===== config.mk =====
export PLATFORM = sky130hd
export DESIGN_NAME = ram_arbiter
export DESIGN_NICKNAME = d
export VERILOG_FILES = /design/src/rtl/ram_arbiter.sv
export SDC_FILE = /design/constraint.sdc
export NUM_CORES = 1
export LEC_CHECK = 0
export CAP_MARGIN = 10
export CORE_AREA = 2 2 102 104
export DETAILED_ROUTE_END_ITERATION = 8
export DIE_AREA = 0 0 104 106
export PLACE_DENSITY = 0.7
export SLEW_MARGIN = 20
export SYNTH_ARGS = -nofsm -noshare
export SYNTH_HDL_FRONTEND = slang
export SYNTH_SLANG_ARGS = --single-unit

===== constraint.sdc =====
create_clock -name CLK -period 1.4 [get_ports CLK]
set_input_delay 0.21 -clock CLK [delete_from_list [all_inputs] [get_ports CLK]]
set_output_delay 0.21 -clock CLK [all_outputs]
set_load 0.03 [all_outputs]

===== src/rtl/ram_arbiter.sv =====
// ram_arbiter: two-requester arbiter sharing one RAM port between an
// instruction fetch path and a data path.
//
// Optional build macro: RAM_ARBITER_STARVE_GUARD_EN
//   Defined   -> a 4-bit counter limits how many consecutive data grants are
//                taken while an instruction fetch waits (STARVE_LIMIT).
//   Undefined -> strict data priority, no counter present.
//
// Ports
//   CLK, RST          clock; synchronous active-high reset
//   iREN, iaddr       instruction read request and word address
//   iwait, iload      instruction stall (0 only on completion) and read data
//   dREN, dWEN        data read / write requests (both high = write)
//   daddr, dstore     data address and write data
//   dwait, dload      data stall (0 only on completion) and read data
//   ramREN, ramWEN    RAM strobes, never both high
//   ramaddr, ramstore RAM address and write data
//   ramload           RAM read data
//   ramstate          RAM status: 0 FREE, 1 BUSY, 2 ACCESS, 3 ERROR
module ram_arbiter #(
    parameter int unsigned STARVE_LIMIT = 4
) (
    input  logic        CLK,
    input  logic        RST,
    input  logic        iREN,
    input  logic [31:0] iaddr,
    output logic        iwait,
    output logic [31:0] iload,
    input  logic        dREN,
    input  logic        dWEN,
    input  logic [31:0] daddr,
    input  logic [31:0] dstore,
    output logic        dwait,
    output logic [31:0] dload,
    output logic        ramREN,
    output logic        ramWEN,
    output logic [31:0] ramaddr,
    output logic [31:0] ramstore,
    input  logic [31:0] ramload,
    input  logic [1:0]  ramstate
);

    if (STARVE_LIMIT < 1 || STARVE_LIMIT > 15) begin : g_bad_limit
        $error("ram_arbiter: STARVE_LIMIT must be in 1..15");
    end

    typedef enum logic [1:0] {
        IDLE   = 2'd0,
        DGRANT = 2'd1,
        IGRANT = 2'd2
    } state_t;

    typedef enum logic [1:0] {
        RAM_FREE   = 2'd0,
        RAM_BUSY   = 2'd1,
        RAM_ACCESS = 2'd2,
        RAM_ERROR  = 2'd3
    } ramstate_t;

    state_t    state;
    state_t    state_next;
    ramstate_t rs;
    logic      d_req;
    logic      starve_force;

    always_comb begin
        rs    = ramstate_t'(ramstate);
        d_req = dREN | dWEN;
    end

    // Read data is a plain pass-through; requesters qualify it with their wait.
    always_comb begin
        iload = ramload;
        dload = ramload;
    end

`ifdef RAM_ARBITER_STARVE_GUARD_EN
    localparam logic [3:0] LIMIT = 4'(STARVE_LIMIT);

    logic [3:0] starve_cnt;

    always_comb begin
        starve_force = (starve_cnt == LIMIT) && iREN;
    end

    // Counts data grants that overtook a waiting fetch; an instruction
    // grant resets the count.
    always_ff @(posedge CLK) begin
        if (RST) begin
            starve_cnt <= '0;
        end else if (state == IDLE) begin
            if (state_next == IGRANT) begin
                starve_cnt <= '0;
            end else if (state_next == DGRANT && iREN && starve_cnt != LIMIT) begin
                starve_cnt <= starve_cnt + 4'd1;
            end
        end
    end
`else
    always_comb begin
        starve_force = 1'b0;
    end
`endif

    always_ff @(posedge CLK) begin
        if (RST) begin
            state <= IDLE;
        end else begin
            state <= state_next;
        end
    end

    always_comb begin
        state_next = state;
        ramREN     = 1'b0;
        ramWEN     = 1'b0;
        ramaddr    = '0;
        ramstore   = '0;
        iwait      = 1'b1;
        dwait      = 1'b1;

        unique case (state)
            IDLE: begin
                if (d_req && !starve_force) begin
                    state_next = DGRANT;
                end else if (iREN) begin
                    state_next = IGRANT;
                end
            end

            DGRANT: begin
                // Simultaneous read and write is treated as a write.
                ramREN   = dREN & ~dWEN;
                ramWEN   = dWEN;
                ramaddr  = daddr;
                ramstore = dstore;
                if (rs == RAM_ACCESS) begin
                    dwait      = 1'b0;
                    state_next = IDLE;
                end else if (rs == RAM_ERROR || !d_req) begin
                    // Error retries via re-arbitration; a dropped request aborts.
                    state_next = IDLE;
                end
            end

            IGRANT: begin
                ramREN  = 1'b1;
                ramaddr = iaddr;
                if (rs == RAM_ACCESS) begin
                    iwait      = 1'b0;
                    state_next = IDLE;
                end else if (rs == RAM_ERROR || !iREN) begin
                    state_next = IDLE;
                end
            end

            default: begin
                state_next = IDLE;
            end
        endcase
    end

endmodule

==> results.md, run 1 <==
- Run status: finished, violations left
- Violated checks: negative setup slack
- Largest registers: state x2
- Final net count: 459
- Initial antenna violation count: 0
- Worst R2R Start: state[1]$_SDFFE_PP0P_
- Worst IR Drop VDD: around 0.26 mV
- Count of buffering cells on the critical path with inverters included: 3
- Flop and latch count out of synthesis: 2
- Starting density of the core: 13.9%
- Delay of the slowest cell on the worst path: 0.34 ns
- Distinct cell type count of the synthesized netlist: 20
- Worst Setup Slack, final: -0.326 ns
- Detailed placer's ending HPWL: 5050 µm
- Final period util: 123%
- Min-Delay Startpoint: ramload[26]
- Fin. max-slew vios: 0
- Final hold violations: 0
- Most used flip-flop cell after synthesis: sky130_fd_sc_hd__dfxtp_1
- Unrepaired setup endpoints after global routing: true
- Critical path's slowest cell: sky130_fd_sc_hd__dfxtp_2
- Vertical die dimension: between 100 and 150 µm
- H-tree depth reported by CTS: 1
- Startpoint type of the worst setup path: flop
- Syn nets: 337
- Post-Synthesis Cell Area: 1390 µm²
- Hold Crit Class: input pin to output port
- Final worst path period need: around 1.7 ns
- Maximum fanout count along the critical path: 17
- First drt pass iteration count: 4
- Reg2Reg Setup Slack: -0.12 ns
- Crit path top cell by count: sky130_fd_sc_hd__buf_12
- # hold bufs at CTS: 0
- Clock slew seen by the registers of the worst setup and hold paths: 0.03 ns
- Skew final: 0.000556 ns
- Cell area after layout: 3670 µm²
- Overall routing resource usage: roughly 12%
- Std-Cell Core Area: between 9000 and 10000 µm²
- Worst EP required: around 1.2 ns
- Routed Wire Length: 7340 µm
- Depth of the worst hold-timing path: 0
- Number of flip-flops under the largest register name: 2
- Kind of end point of the critical path: output port
- Remaining max-slew budget at the tightest pin: between 80% and 90%
- Number of synthesized flops with an enable pin: 0
- Launch point of the worst path: state[1]$_SDFFE_PP0P_
- Sequential area share after synthesis: 2.88%
- Fmax: 579 MHz
- Average detailed-routed wire length per instance: 16.1 µm
- Clk sinks: 2
- Hold-critical path endpoint: dload[26]
- Number of inserted filler cells in the final layout: 1003
- Yosys warnings: 0
- Drt via density: 3.98
- TritonCTS clock tree: yes
- Data arrival time of the critical path: 1.52 ns
- Area of the die: 11000 µm²
- Share of flip-flops with an asynchronous set or reset after synthesis: 0%
- RR Endpoint: state[1]$_SDFFE_PP0P_
- Clk_lat worst skew: 0.21 ns
- I/O pin total: roughly 270
- Final count of negative-setup-slack endpoints: 69
- Detail Route Antenna Nets: 0
- Number of diodes added for antenna fixing: 0
- Type of the worst setup path: flop to output port
- Residual overflow from global routing: 0
- Largest register by flop count: state
- CTS max path bufs: 2
- Global-route wire length before repair: 10800 µm
- Vias in the first global route: 1952
- Maximum Capacitance Violations: 0
- Port-buffer cells: 170
- Number of core rows: 37
- Gate count of the mapped netlist: roughly 200
- Worst Max-Slew Pin Slew: around 0.29 ns
- Number of buffers added by the clock tree synthesis step: 3
- Instance area at placement: 2890 µm²
- Worst hold slack after final layout: ~0.42 ns
- Top cell family by delay on the critical path: buffers and inverters
- DR vias: roughly 1800
- Power density over cell area: about 730 nW/µm²
- Die Width: 104 µm
- Ratio of cells with drive above 1 in the final layout: between 50% and 60%
- Residual DRC: 0
- Violation count after the first detailed-routing iteration: 41
- CP cell instances: inv_4 > ha_4 > buf_12 > and3b_1 > o21a_2 > buf_12
- Final weighted congestion in routability-driven placement: 0.801
- Clock root buffer: sky130_fd_sc_hd__clkbuf_8
- Maximum number of pins on one net before global-route repair: 25
- Mean cell area of the mapped netlist: 6.98 µm²
- Area added between synthesis and finish: 165%
- R2R depth: 7
- Leakage power: 1.43 nW
==> stage by stage <==
| stage | total power, mW | util [%] | TNS (ns) | setup WS, ns | std cells |
|---|---|---|---|---|---|
| floorplan | 1.35 | - | -1.64 | -0.0976 | 199 |
| global placement | 1.75 | 28.9 | -8.30 | -0.451 | 439 |
| detailed placement | 1.77 | 28.9 | -9.40 | -0.461 | 439 |
| CTS | 2.56 | 35.4 | -14.17 | -0.312 | 450 |
| global route | 2.83 | 36.7 | -19.13 | -0.381 | 455 |
| finish | 2.69 | 36.7 | -15.32 | -0.326 | 455 |
==> layout make-up <==
type	count	area (µm²)	share of cell area [%]
timing repair buffer	195	2190	59.6
multi-input combinational	116	1210	33.0
inverter	3	16.3	0.443
clock buffer	3	41.3	1.12
tap	136	170	4.63
sequential	2	45.0	1.23
==> worst max path at each step <==
stage                        to  cells past startpoint
floorplan           ramaddr[16]                      5
global placement          dwait                      4
detailed placement        iwait                      4
CTS                 ramaddr[16]                      6
global route        ramaddr[14]                      6
finish                   ramREN                      6
==> Yosys cell counts, types with 2 or more instances <==
master | instances | area share (%)
sky130_fd_sc_hd__buf_4 | 64 | 35
sky130_fd_sc_hd__and2_1 | 33 | 15
sky130_fd_sc_hd__nor2b_1 | 33 | 15
sky130_fd_sc_hd__a22oi_1 | 32 | 17
sky130_fd_sc_hd__buf_2 | 7 | 2.5
sky130_fd_sc_hd__clkbuf_1 | 7 | 1.9
sky130_fd_sc_hd__ha_1 | 3 | 2.7
sky130_fd_sc_hd__inv_1 | 3 | 0.81
sky130_fd_sc_hd__nand2_1 | 3 | 0.81
sky130_fd_sc_hd__dfxtp_1 | 2 | 2.9
sky130_fd_sc_hd__o211ai_1 | 2 | 1.1
sky130_fd_sc_hd__o21a_1 | 2 | 1.1
==> cells by family after synthesis <==
family	Yosys count	share of synthesized area, %
AO/OA/AOI/OAI	39	21.6
buffers and inverters	81	39.8
AND/OR/NAND/NOR	74	33.0
flip-flops	2	2.88
adder cells (fa/ha/maj)	3	2.70
==> where the power goes <==
group | internal, mW | switching [mW] | total (mW)
combinational | 1.37 | 1.02 | 2.39
clock | 0.182 | 0.0456 | 0.227
sequential | 0.0675 | 0.0116 | 0.0791
total | 1.61 | 1.08 | 2.69
==> repair_timing <==
item	4_1_cts	5_1_grt
setup endpoints to repair	70	70
gates resized for setup	145	23
pin swaps	8	1
buffers inserted	4	3
gates cloned	4	3
==> routing by layer <==
metal  up-vias  track usage, %  part of all wire [%]
met3        27            3.80                   7.7
met5         -               0                     0
met2        91            23.0                    54
met4         0            4.25                   1.7
met1       848            12.7                    36
li1        843               -                     -
==> cell usage in the layout (no fill, tap or decap), types with 3 or more instances in the layout <==
cell	netlist	routed
sky130_fd_sc_hd__nor2b_2	0	10
sky130_fd_sc_hd__a22oi_1	32	14
sky130_fd_sc_hd__clkbuf_8	0	3
sky130_fd_sc_hd__and2_4	0	33
sky130_fd_sc_hd__buf_12	0	9
sky130_fd_sc_hd__buf_6	0	74
sky130_fd_sc_hd__a22oi_2	0	18
sky130_fd_sc_hd__nor2b_4	0	23
sky130_fd_sc_hd__buf_4	64	4
sky130_fd_sc_hd__clkdlybuf4s50_1	0	101
Note: power is estimated with default switching activity, not from simulation.
==> run 2, diff against run 1 <==
- GPL_TIMING_DRIVEN: not set -> 0
==> run 2 against run 1 <==
Net effect: the run still ends with negative setup slack left; wire length is 21% higher; worst setup slack worse by 0.0022 ns; sequential share of layout area is 0.31 points lower; non-clock buffer count is 131 higher; utilization is 12 points higher; critical endpoint unchanged; design area is 33% higher.
==> results.md, run 2 (synthesis gave the netlist of run 1 again) <==
- Final worst path period need: about 1.7 ns
- Maximum number of pins on one net before global-route repair: 11
- Min-Delay Startpoint: ramstate[1]
- Average detailed-routed wire length per instance: between 15 and 20 µm
- Detail Route Antenna Nets: 0
- Commonest cells after routing, fill and taps aside: sky130_fd_sc_hd__clkdlybuf4s50_1 (165), sky130_fd_sc_hd__buf_4 (72), sky130_fd_sc_hd__buf_6 (68)
- Number of core rows: 37
- Area of the die: around 11000 µm²
- I/O pin total: 267
- Pwr Total: 3.20 mW
- Unrepaired setup endpoints after global routing: true
- Ratio of cells with drive above 1 in the final layout: slightly below 60%
- Power density over cell area: 652 nW/µm²
- Clk_lat worst skew: 0.21 ns
- Die Width: 104 µm
- Setup TNS after final layout: -18.91 ns
- Kind of end point of the critical path: output port
- Initial antenna violation count: 0
- Run status: finished, violations left
- Clock slew seen by the registers of the worst setup and hold paths: 0.03 ns
- Maximum fanout count along the critical path: 10
- Vias in the first global route: 2543
- Final hold violations: 0
- Std-Cell Core Area: between 9000 and 10000 µm²
- Worst Setup Slack, final: -0.328 ns
- Number of inserted filler cells in the final layout: around 950
- Final period util: 123%
- Clock root buffer: sky130_fd_sc_hd__clkbuf_8
- Overall routing resource usage: about 15%
- Dpl ws: -0.923 ns
- Clk sinks: 2
- CTS max path bufs: 2
- Maximum Capacitance Violations: 0
- TritonCTS clock tree: yes
- Global-route wire length before repair: between 10000 and 15000 µm
- Final net count: 590
- Drt via density: 3.95
- Worst R2R Start: state[0]$_SDFFE_PP0P_
- Type of the worst setup path: flop to output port
- Largest registers: state x2
- Routed Wire Length: 8910 µm
- Number of buffers added by the clock tree synthesis step: 3
- Final count of negative-setup-slack endpoints: 68
- Largest register by flop count: state
- H-tree depth reported by CTS: 1
- Fmax: 579 MHz
- Area added between synthesis and finish: 253%
- Most frequent standard cell in the layout excluding fill and tap cells: sky130_fd_sc_hd__clkdlybuf4s50_1
- Remaining max-slew budget at the tightest pin: 75.4%
- Residual DRC: 0
- DR vias: 2312
- Startpoint type of the worst setup path: flop
- Violated checks: negative setup slack
- Residual overflow from global routing: 0
- Starting density of the core: between 10% and 20%
- Data arrival time of the critical path: 1.52 ns
- Launch point of the worst path: state[0]$_SDFFE_PP0P_
- Number of diodes added for antenna fixing: 0
- Vertical die dimension: around 110 µm
- Number of flip-flops under the largest register name: 2
- First drt pass iteration count: 4
- Violation count after the first detailed-routing iteration: just over 50
- Final weighted congestion in routability-driven placement: 0.767
- # hold bufs at CTS: 0
- Detailed placer's ending HPWL: ~6800 µm
- Skew final: 0.00112 ns
- Fin. max-slew vios: 0
- Port-buffer cells: 234
- Hold Crit Class: input pin to flop
- Leakage power: between 2 and 2.5 nW
- Worst EP required: between 1 and 1.5 ns
- Worst IR Drop VDD: 0.385 mV
- Worst Max-Slew Pin Slew: 0.368 ns
run 2: cell types whose count changed in the layout (fill, tap and decap cells not counted), moves of 3 or more:
cell,previous run,this run
sky130_fd_sc_hd__and2_2,0,19
sky130_fd_sc_hd__and2_4,33,10
sky130_fd_sc_hd__clkbuf_8,3,7
sky130_fd_sc_hd__buf_8,1,5
sky130_fd_sc_hd__clkdlybuf4s50_1,101,165
sky130_fd_sc_hd__nor2b_2,10,4
sky130_fd_sc_hd__buf_12,9,6
sky130_fd_sc_hd__buf_6,74,68
sky130_fd_sc_hd__and2_1,0,4
sky130_fd_sc_hd__nor2b_4,23,29
sky130_fd_sc_hd__a22oi_1,14,0
sky130_fd_sc_hd__a22oi_2,18,32
sky130_fd_sc_hd__buf_4,4,72
run 2: final cells by class:
class	count	area [µm²]	area share, %
inverter	3	13.8	0.281
timing repair buffer	249	2680	54.6
multi-input combinational	116	1280	26.1
buffer	77	676	13.8
clock buffer	3	41.3	0.842
tap	136	170	3.47
sequential	2	45.0	0.919
run 2: routing by layer:
metal,wire length [µm],vias to the layer above,global-route usage (%),part of all wire (%)
met5,0,-,0,0
met4,82,0,2.32,0.92
met3,616,8,3.13,6.9
met2,4950,131,29.5,56
met1,3270,1068,15.5,37
li1,-,1105,-,-
run 2: worst paths after layout:
| kind | to | slack [ns] | cells past startpoint |
|---|---|---|---|
| max | ramREN | -0.33 | 6 |
| min | state[1]$_SDFFE_PP0P_ | 0.47 | 3 |
| min reg2reg | state[1]$_SDFFE_PP0P_ | 0.56 | 2 |
| max reg2reg | state[0]$_SDFFE_PP0P_ | 0.10 | 6 |
run 2: timing repair:
item                       in CTS  in global routing
pin swaps                      11                  4
setup buffers                   6                  3
resized for setup             575                 22
hold endpoints to repair        0                  0
gates cloned                    4                  2
setup endpoints to repair      69                 69
run 2: per-stage QoR:
stage                     util (%)  area, µm²  hold WS [ns]  std cells
after floorplan                  -       1580         0.276        199
after global placement        40.9       4090         0.518        569
after detailed placement      40.9       4090         0.536        569
after CTS                     47.6       4760         0.578        582
after global routing          49.0       4900         0.558        586
final                         49.0       4900         0.471        586
run 2: worst max-delay path, cell delays in order, from the launching register on:
cell and delay (ns):
sky130_fd_sc_hd__dfxtp_4 0.34, sky130_fd_sc_hd__buf_4 0.14, sky130_fd_sc_hd__ha_4 0.18, sky130_fd_sc_hd__buf_12 0.15, sky130_fd_sc_hd__and3b_1 0.16, sky130_fd_sc_hd__o21a_2 0.19, sky130_fd_sc_hd__buf_6 0.13
run 2: report_power, final:
group	leakage, nW	internal (mW)	total, mW	switching (mW)
Sequential	0.0175	0.0673	0.0747	0.00733
Clock	0.0216	0.182	0.231	0.0491
Combinational	1.98	1.60	2.89	1.29
